$ cat src/rtl/mux_arb_pkg.sv
// Shared widths, arbiter state encoding and a one-hot helper for the 4-channel mux arbiter.
// Pure declarations: no logic, no latency, no flow control.
package mux_arb_pkg;

  localparam int NUM_CH = 4;
  localparam int SEL_W  = 2;
  localparam int CNT_W  = 4;

  typedef enum logic {
    IDLE  = 1'b0,
    GRANT = 1'b1
  } state_t;

  function automatic logic [NUM_CH-1:0] onehot(input logic [SEL_W-1:0] idx);
    logic [NUM_CH-1:0] oh;
    oh      = '0;
    oh[idx] = 1'b1;
    return oh;
  endfunction

endpackage

$ cat src/rtl/rr_pick.sv
// Round-robin winner pick: first set req bit scanning ptr, ptr+1, ... modulo NUM_CH.
// Purely combinational (zero latency); no flow control, any=0 when nothing requests.
module rr_pick
  import mux_arb_pkg::*;
(
  input  logic [NUM_CH-1:0] req,
  input  logic [SEL_W-1:0]  ptr,
  output logic [SEL_W-1:0]  idx,
  output logic              any
);

  // Scan from the far end back toward ptr so the closest candidate is written last.
  always_comb begin
    idx = ptr;
    any = |req;
    for (int k = NUM_CH - 1; k >= 0; k--) begin
      if (req[ptr + SEL_W'(k)]) begin
        idx = ptr + SEL_W'(k);
      end
    end
  end

endmodule

$ cat src/rtl/mux_sel_arbiter.sv
// Round-robin arbiter for a 4:1 mux: one-hot grant plus registered select, 1-cycle grant latency.
// Owner holds until done, request drop or TIMEOUT cycles; at least one idle cycle between grants.
module mux_sel_arbiter
  import mux_arb_pkg::*;
#(
  parameter int TIMEOUT = 8
) (
  input  logic       clk,
  input  logic       rst_n,
  input  logic [3:0] req,
  input  logic       done,
  output logic [3:0] gnt,
  output logic       s1,
  output logic       s0,
  output logic       busy,
  output logic       tmo
);

  localparam bit                TMO_EN   = (TIMEOUT > 0);
  localparam int                TO_LAST  = (TIMEOUT > 0) ? TIMEOUT - 1 : 0;
  localparam logic [CNT_W-1:0]  CNT_LAST = TO_LAST[CNT_W-1:0];

  state_t            state;
  logic [SEL_W-1:0]  ptr;
  logic [CNT_W-1:0]  cnt;
  logic [SEL_W-1:0]  pick_idx;
  logic              pick_any;
  logic [SEL_W-1:0]  owner;
  logic              owner_rel;
  logic              tmo_hit;

  rr_pick u_pick (
    .req (req),
    .ptr (ptr),
    .idx (pick_idx),
    .any (pick_any)
  );

  // The registered select doubles as the owner index while busy.
  assign owner     = {s1, s0};
  assign owner_rel = done || !req[owner];
  assign tmo_hit   = TMO_EN && (cnt == CNT_LAST);

  always_ff @(posedge clk or negedge rst_n) begin
    if (!rst_n) begin
      state <= IDLE;
      gnt   <= '0;
      s1    <= 1'b0;
      s0    <= 1'b0;
      busy  <= 1'b0;
      tmo   <= 1'b0;
      ptr   <= '0;
      cnt   <= '0;
    end else begin
      tmo <= 1'b0;
      case (state)
        IDLE: begin
          if (pick_any) begin
            state    <= GRANT;
            gnt      <= onehot(pick_idx);
            {s1, s0} <= pick_idx;
            busy     <= 1'b1;
            cnt      <= '0;
          end
        end
        GRANT: begin
          // A voluntary release on the expiry edge wins, so tmo only marks forced exits.
          if (owner_rel || tmo_hit) begin
            state <= IDLE;
            gnt   <= '0;
            busy  <= 1'b0;
            ptr   <= owner + SEL_W'(1);
            tmo   <= !owner_rel;
          end else begin
            cnt <= cnt + CNT_W'(1);
          end
        end
        default: begin
          state <= IDLE;
          gnt   <= '0;
          busy  <= 1'b0;
        end
      endcase
    end
  end

endmodule

$ cat config.mk
export PLATFORM = sky130hd
export DESIGN_NAME = mux_sel_arbiter
export DESIGN_NICKNAME = d
export VERILOG_FILES = /design/src/rtl/mux_arb_pkg.sv /design/src/rtl/rr_pick.sv /design/src/rtl/mux_sel_arbiter.sv
export SDC_FILE = /design/constraint.sdc
export NUM_CORES = 1
export LEC_CHECK = 0
export ABC_CLOCK_PERIOD_IN_PS = 1700
export CAP_MARGIN = 10
export CORE_MARGIN = 10
export CORE_UTILIZATION = 40
export CTS_BUF_LIST = sky130_fd_sc_hd__clkbuf_8
export DETAILED_ROUTE_END_ITERATION = 6
export PLACE_DENSITY = 0.61
export SYNTH_ARGS = -nofsm -noshare
export SYNTH_HDL_FRONTEND = slang
export SYNTH_SLANG_ARGS = --single-unit
$ cat constraint.sdc
create_clock -name clk -period 1.7 [get_ports clk]
set_input_delay 0.34 -clock clk [delete_from_list [all_inputs] [get_ports clk]]
set_output_delay 0.34 -clock clk [all_outputs]
set_load 0.02 [all_outputs]
### Yosys cells after proc, flatten, opt, wreduce, memory -nomap -nowiden

Cells that the tools add are included.

* ROM bits: 0
* bits in latches: 0
* bits in writable memories: 0
* output and inout port bits: 8
* input port bits: 7
* bits in registers: 15
* memories: 0
* logic and storage cells: 65

* bitwise gates (word level): 1
* magnitude comparators: 7
* reduce and logical (&&, ||, !) cells: 10
* multiplexer cells: 30
* shift-type cells: 0
* eq/ne operators: 4
* add/sub/neg operators: 5
* multiply operators: 0
* div/mod/pow operators: 0

Operators with widths (number)
* $lt 2x3->1 const B: 6
* $mux 4: 4
* $pmux 4 s2: 2
* $mux 1: 12
* $bmux 1 s2: 5
* $mux 2: 4
* $reduce_and 2->1: 4
* $add 2x1->2 const B: 2
* $add 2x2->2 const B: 2
* $add 4x1->4 const B: 1
* $eq 4x3->1 const B: 1
* $ne 2x2->1 const B: 2
* $pmux 1 s2: 2
* $reduce_or 4->1: 1
* $demux 1 s2: 1
* $ge 2x1->1 const B: 1
* $logic_not 1->1: 2
* $logic_or 1x1->1: 2
* $ne 2x1->1 const B: 1
* $logic_and 1x1->1: 1
* $not 1->1: 1

### Depth between registers and ports, before layout

Gate-level depths: netlist (run 1).

* depth in word-level cells: 13
* depth in mapped cells: 6
* depth with buffers taken out: 5

### By module

Synthesis (run 1) repeated with hierarchy kept, for this count alone.

* cells, all modules: 92
* area, all modules: 870.8 um^2

By module, submodules not included
* mux_sel_arbiter: area an instance 770.7 um^2, times used 1, seq. area each 375.4 um^2, cells an instance 76
* rr_pick: area an instance 100.1 um^2, times used 1, seq. area each 0.0 um^2, cells an instance 16

### Worst setup path after synthesis (run 1)

Ideal clock, no wire load.

* kind: register to register
* from: register s1
* to: register cnt[3]
* stages on the path, launching flop included: 5
* setup slack: 150 ps
* arrival time: 1424 ps
* library setup time: 126 ps
* clock period less this slack: 1550 ps
* buffers on the path: 0
* path through: dfrtp_1 > mux2i_1 > o22ai_4 > nor3b_1 > a311o_1

* longest elaborated chain between the ends: 7

Ends and longest elaborated chain
* start: declaration: RTL line mux_sel_arbiter.sv:13 `output logic s1,`
* start signal: assignment: RTL line mux_sel_arbiter.sv:61 `{s1, s0} <= pick_idx;`
* $bmux 1 s2: RTL line mux_sel_arbiter.sv:41 `assign owner_rel = done || !req[owner];`
* $mux 1 (implied by the code): RTL line mux_sel_arbiter.sv:41
* $logic_not 1->1: RTL line mux_sel_arbiter.sv:41
* $logic_or 1x1->1: RTL line mux_sel_arbiter.sv:41
* $logic_or 1x1->1: RTL line mux_sel_arbiter.sv:68 `if (owner_rel || tmo_hit) begin`
* $ne 2x2->1 (no source line)
* $reduce_and 2->1 (no source line)
* end signal: assignment: RTL line mux_sel_arbiter.sv:75 `cnt <= cnt + CNT_W'(1);`
* end: declaration: RTL line mux_sel_arbiter.sv:25 `logic [CNT_W-1:0] cnt;`

No other way between the ends. The select of a mux whose other input is x is not followed.
A chain may end at the register's enable or synchronous reset.

### Worst setup path in the final report (run 1)

* from: input port req[0]
* to: register gnt[0]

* longest elaborated chain between the ends: 12
* elaborated cells on any way between the ends: 28

Ends and longest elaborated chain
* start: declaration: RTL line mux_sel_arbiter.sv:10 `input logic [3:0] req,`
* $bmux 1 s2: RTL line rr_pick.sv:17 `if (req[ptr + SEL_W'(k)]) begin`
* $mux 1 (implied by the code): RTL line rr_pick.sv:17
* $mux 2 (4 in series): RTL line rr_pick.sv:17
* $lt 2x3->1 (implied by the code) / $ge 2x1->1 (equally long branches): RTL line mux_arb_pkg.sv:17 `oh[idx] = 1'b1;`
* $logic_and 1x1->1 (implied by the code): RTL line mux_arb_pkg.sv:17
* $mux 1 (implied by the code): RTL line mux_arb_pkg.sv:17
* $demux 1 s2: RTL line mux_arb_pkg.sv:17
* $mux 4: RTL line mux_sel_arbiter.sv:58 `if (pick_any) begin`
* $pmux 4 s2: RTL line mux_sel_arbiter.sv:56 `case (state)`
* end signal: assignment: RTL line mux_sel_arbiter.sv:60 `gnt <= onehot(pick_idx);`
* end: declaration: RTL line mux_sel_arbiter.sv:12 `output logic [3:0] gnt,`

Parallel ways exist; a longest one is shown, timed or not. The select of a mux whose other input is x is not followed.

==> flow_summary.yaml, run 1 <==
synthesis:
  synth-seq-cells: 15
  synth_cells: 91
  ys_seq_area_share_pct: 41.9
  synth_edf_count: 0
  yosys_warnings: 0
  syn_nets: 99
  yosys.area.top_type_share_pct: 41.9
  synth.distinct_cells: 40
  ys.flop_type: "dfrtp_1"
  netlist_area_um2: 896
  synth_top_cell_by_area: "dfrtp_1"
  avgSynthCellArea_um2: 9.84
  netlist_top_cells_area: "dfrtp_1 42%, nand2_1 5.4%, mux2i_1 4.5%"
  synthArstFlopShare_pct: 100
timing:
  fin_crit_ns: 1.61
  worst_pin_slew_ns: 0.357
  skew_ns: 0.00195
  max-slew-margin-rel_pct: 76.2
  hold_viol_final: 0
  max_freq_ghz: 0.622
  rsz0062_at_grt: "no"
  whs_ns: 0.390
  finalCritPeriodShare_pct: 94.6
  slew_viol_final: 0
  setup_viol: 0
place:
  placed_area_mm2: 0.00111
  hpwl_mm: 1.44
  portBuffers: 14
  place_congestion: 0.828
  place_inst: 137
cts:
  cts_tree: "yes"
  clock-root-buffer: "clkbuf_8"
  clk_pin_slew_ns: 0.06
  clk_path_buf_depth: 2
  cts.htree.levels: 1
  cts_buffers: 3
  ctsHoldBuffers: 0
  clock_latency_ns: 0.25
  post_cts_buffers: 0
  cts.sinks: 15
floorplan:
  rows: 17
  fp.dieW_um: 67.3
  dieArea_mm2: 0.00453
  start_util_pct: 41.3
  die_h_um: 67.3
  ios: 15
  core-area_mm2: 0.00217
routing:
  via_count: 752
  vias_per_cell: 5.33
  wl_per_cell_um: 13.7
  wirelength_mm: 1.93
  ant_nets: 0
  drcViolationCount: 0
  firstDrtPassIters: 4
  drt-initial-drc-count: 11
cells_and_area:
  fin_area_mm2: 0.00116
  drive_gt1_share_pct: 20.4
  antenna_cells: 0
  finalNonFillerCells: 141
  synthToLayoutAreaGrowth_pct: 29.6
  final_nets: 122
grt:
  antenna_found_initial: 0
  grt_pass1_wl_mm: 3.31
  grt_overflow: 0
  grt_max_degree: 16
  track_usage_pct: 9.37
  grt_pass1_vias: 729
job:
  cap_violations: 0
critical_path:
  path_cells: "clkdlybuf4s50_1, buf_4, a21o_1, nand2_1, o211a_1, o32ai_1"
  reg2regPathDepth: 4
  slowest_delay_ns: 0.57
  reg2reg_from: "s1$_DFFE_PN0P_"
  r2r_slack_ns: 0.18
  crit_path_max_fanout: 6
  timing.rr.end: "ptr[0]$_DFFE_PN0P_"
  arrival_ns: 1.76
  cp_slowest_cell: "clkdlybuf4s50_1"
  end_kind: "flop"
  criticalPathCategory: "input port to flop"
  cp-start-kind: "input port"
  worstPathRequired_ns: 1.85
pwr:
  clkPwrFrac_pct: 16.8
  intPower_mw: 1.05
  p_per_area_mw_per_mm2: 1560
  combPwrFrac_pct: 46.8
  p_sw_uw: 755
  power.leakage_nw: 0.494
  switching_share_pct: 41.8
  power_frac_seq_pct: 36.4
  ir_drop_mv: 0.744
min_path:
  hold_path.class: "input port to asynchronous set/reset pin"
status:
  status: "finished clean"
per-layer routing:
metal  up-vias  share of wire, %  GRT usage, %
met2        22                44          14.1
met1       351                48          11.8
li1        376                 -             -
met3         3               6.0          1.98
met4         0               1.7          6.15
met5         -                 0             0
worst max-delay path: cells and delay by family:
family          cells  cell delay [ns]
buf+inv             2             0.72
simple gates        1             0.06
compound gates      3             0.64
worst max path at each step:
stage,start,slack (ns),endpoint,depth (start not counted)
2_1_floorplan,s1$_DFFE_PN0P_,0.15,cnt[3]$_DFFE_PN0P_,4
3_3_place_gp,req[2],-0.12,cnt[3]$_DFFE_PN0P_,5
3_5_place_dp,req[0],-0.17,gnt[0]$_DFFE_PN0P_,6
4_1_cts,req[0],0.11,gnt[0]$_DFFE_PN0P_,6
5_1_grt,req[0],0.005,cnt[2]$_DFFE_PN0P_,6
6_report,req[0],0.09,gnt[0]$_DFFE_PN0P_,6
kinds of logic after synthesis:
logic type / count (synthesis) / share of synthesized area, %
simple gates: 32 / 20.8
compound gates: 28 / 25.1
flops: 15 / 41.9
buf+inv: 10 / 5.31
mux: 4 / 4.47
xor+xnor: 1 / 0.978
fa+ha+maj: 1 / 1.40
synth_stat cells (2+ instances only):
master    count
a21o_2        2
a21oi_1       5
clkbuf_1      2
dfrtp_1      15
inv_1         4
mux2i_1       4
nand2_1      13
nor2_1        2
nor2b_1       4
o211ai_1      3
o21ai_0       3
o21ai_1       2
o32ai_1       4
or2_1         2
power by group through the flow:
stage	Sequential [mW]	Combinational (mW)	Clock (mW)
after global placement	0.656	0.854	0
after CTS	0.657	0.848	0.308
after floorplan	0.697	0.528	0
final	0.658	0.846	0.303
after global routing	0.683	0.929	0.328
after detailed placement	0.660	0.864	0
state kept, by name (all words and copies together) (netlist names):
signal  flops
busy        1
cnt         4
gnt         4
ptr         2
s0          1
s1          1
state       1
tmo         1
per-stage QoR:
| step | TNS [ns] | utilization (%) | total power [mW] | worst slack, ns |
|---|---|---|---|---|
| global route | 0 | 53.5 | 1.94 | 0.00460 |
| CTS | 0 | 53.3 | 1.81 | 0.110 |
| global placement | -1.14 | 51.2 | 1.51 | -0.122 |
| detailed placement | -1.54 | 51.2 | 1.52 | -0.165 |
| floorplan | 0 | - | 1.22 | 0.150 |
| finish | 0 | 53.5 | 1.81 | 0.0922 |
area by class of cell:
cell class | count | area, um^2
timing repair buffer | 23 | 205
sequential | 15 | 375
tap | 28 | 35.0
inverter | 5 | 18.8
multi-input combinational | 66 | 478
clock buffer | 3 | 41.3
clock inverter | 1 | 7.51
fill | 218 | 1010
placed cells by master (no fill, tap or decap), drive strengths merged, types with 2 or more instances in the layout:
cell and n:
inv 5, a21oi 6, nand2 13, o21ai 5
a21o 3, or2 3, o32ai 4, nor2 2
clkbuf 3, dlygate4sd2 2, nand2b 2, nor2b 4
mux2i 4, dfrtp 15, buf 9, clkdlybuf4s50 12
o211ai 3
repair_timing:
item                                   in CTS  in global routing
setup endpoints to repair                   2                  1
endpoints found under the hold margin       0                  0
gates resized for setup                     2                  2
pin swaps                                   0                  1
cloned                                      0                  0
No activity file was read; power rests on OpenSTA's default activity.
==> run 2, diff against run 1 <==
CAP_MARGIN = 20   (was 10)
==> results of run 2 <==
Final layout, timing and power as in run 1 (identical DEF).
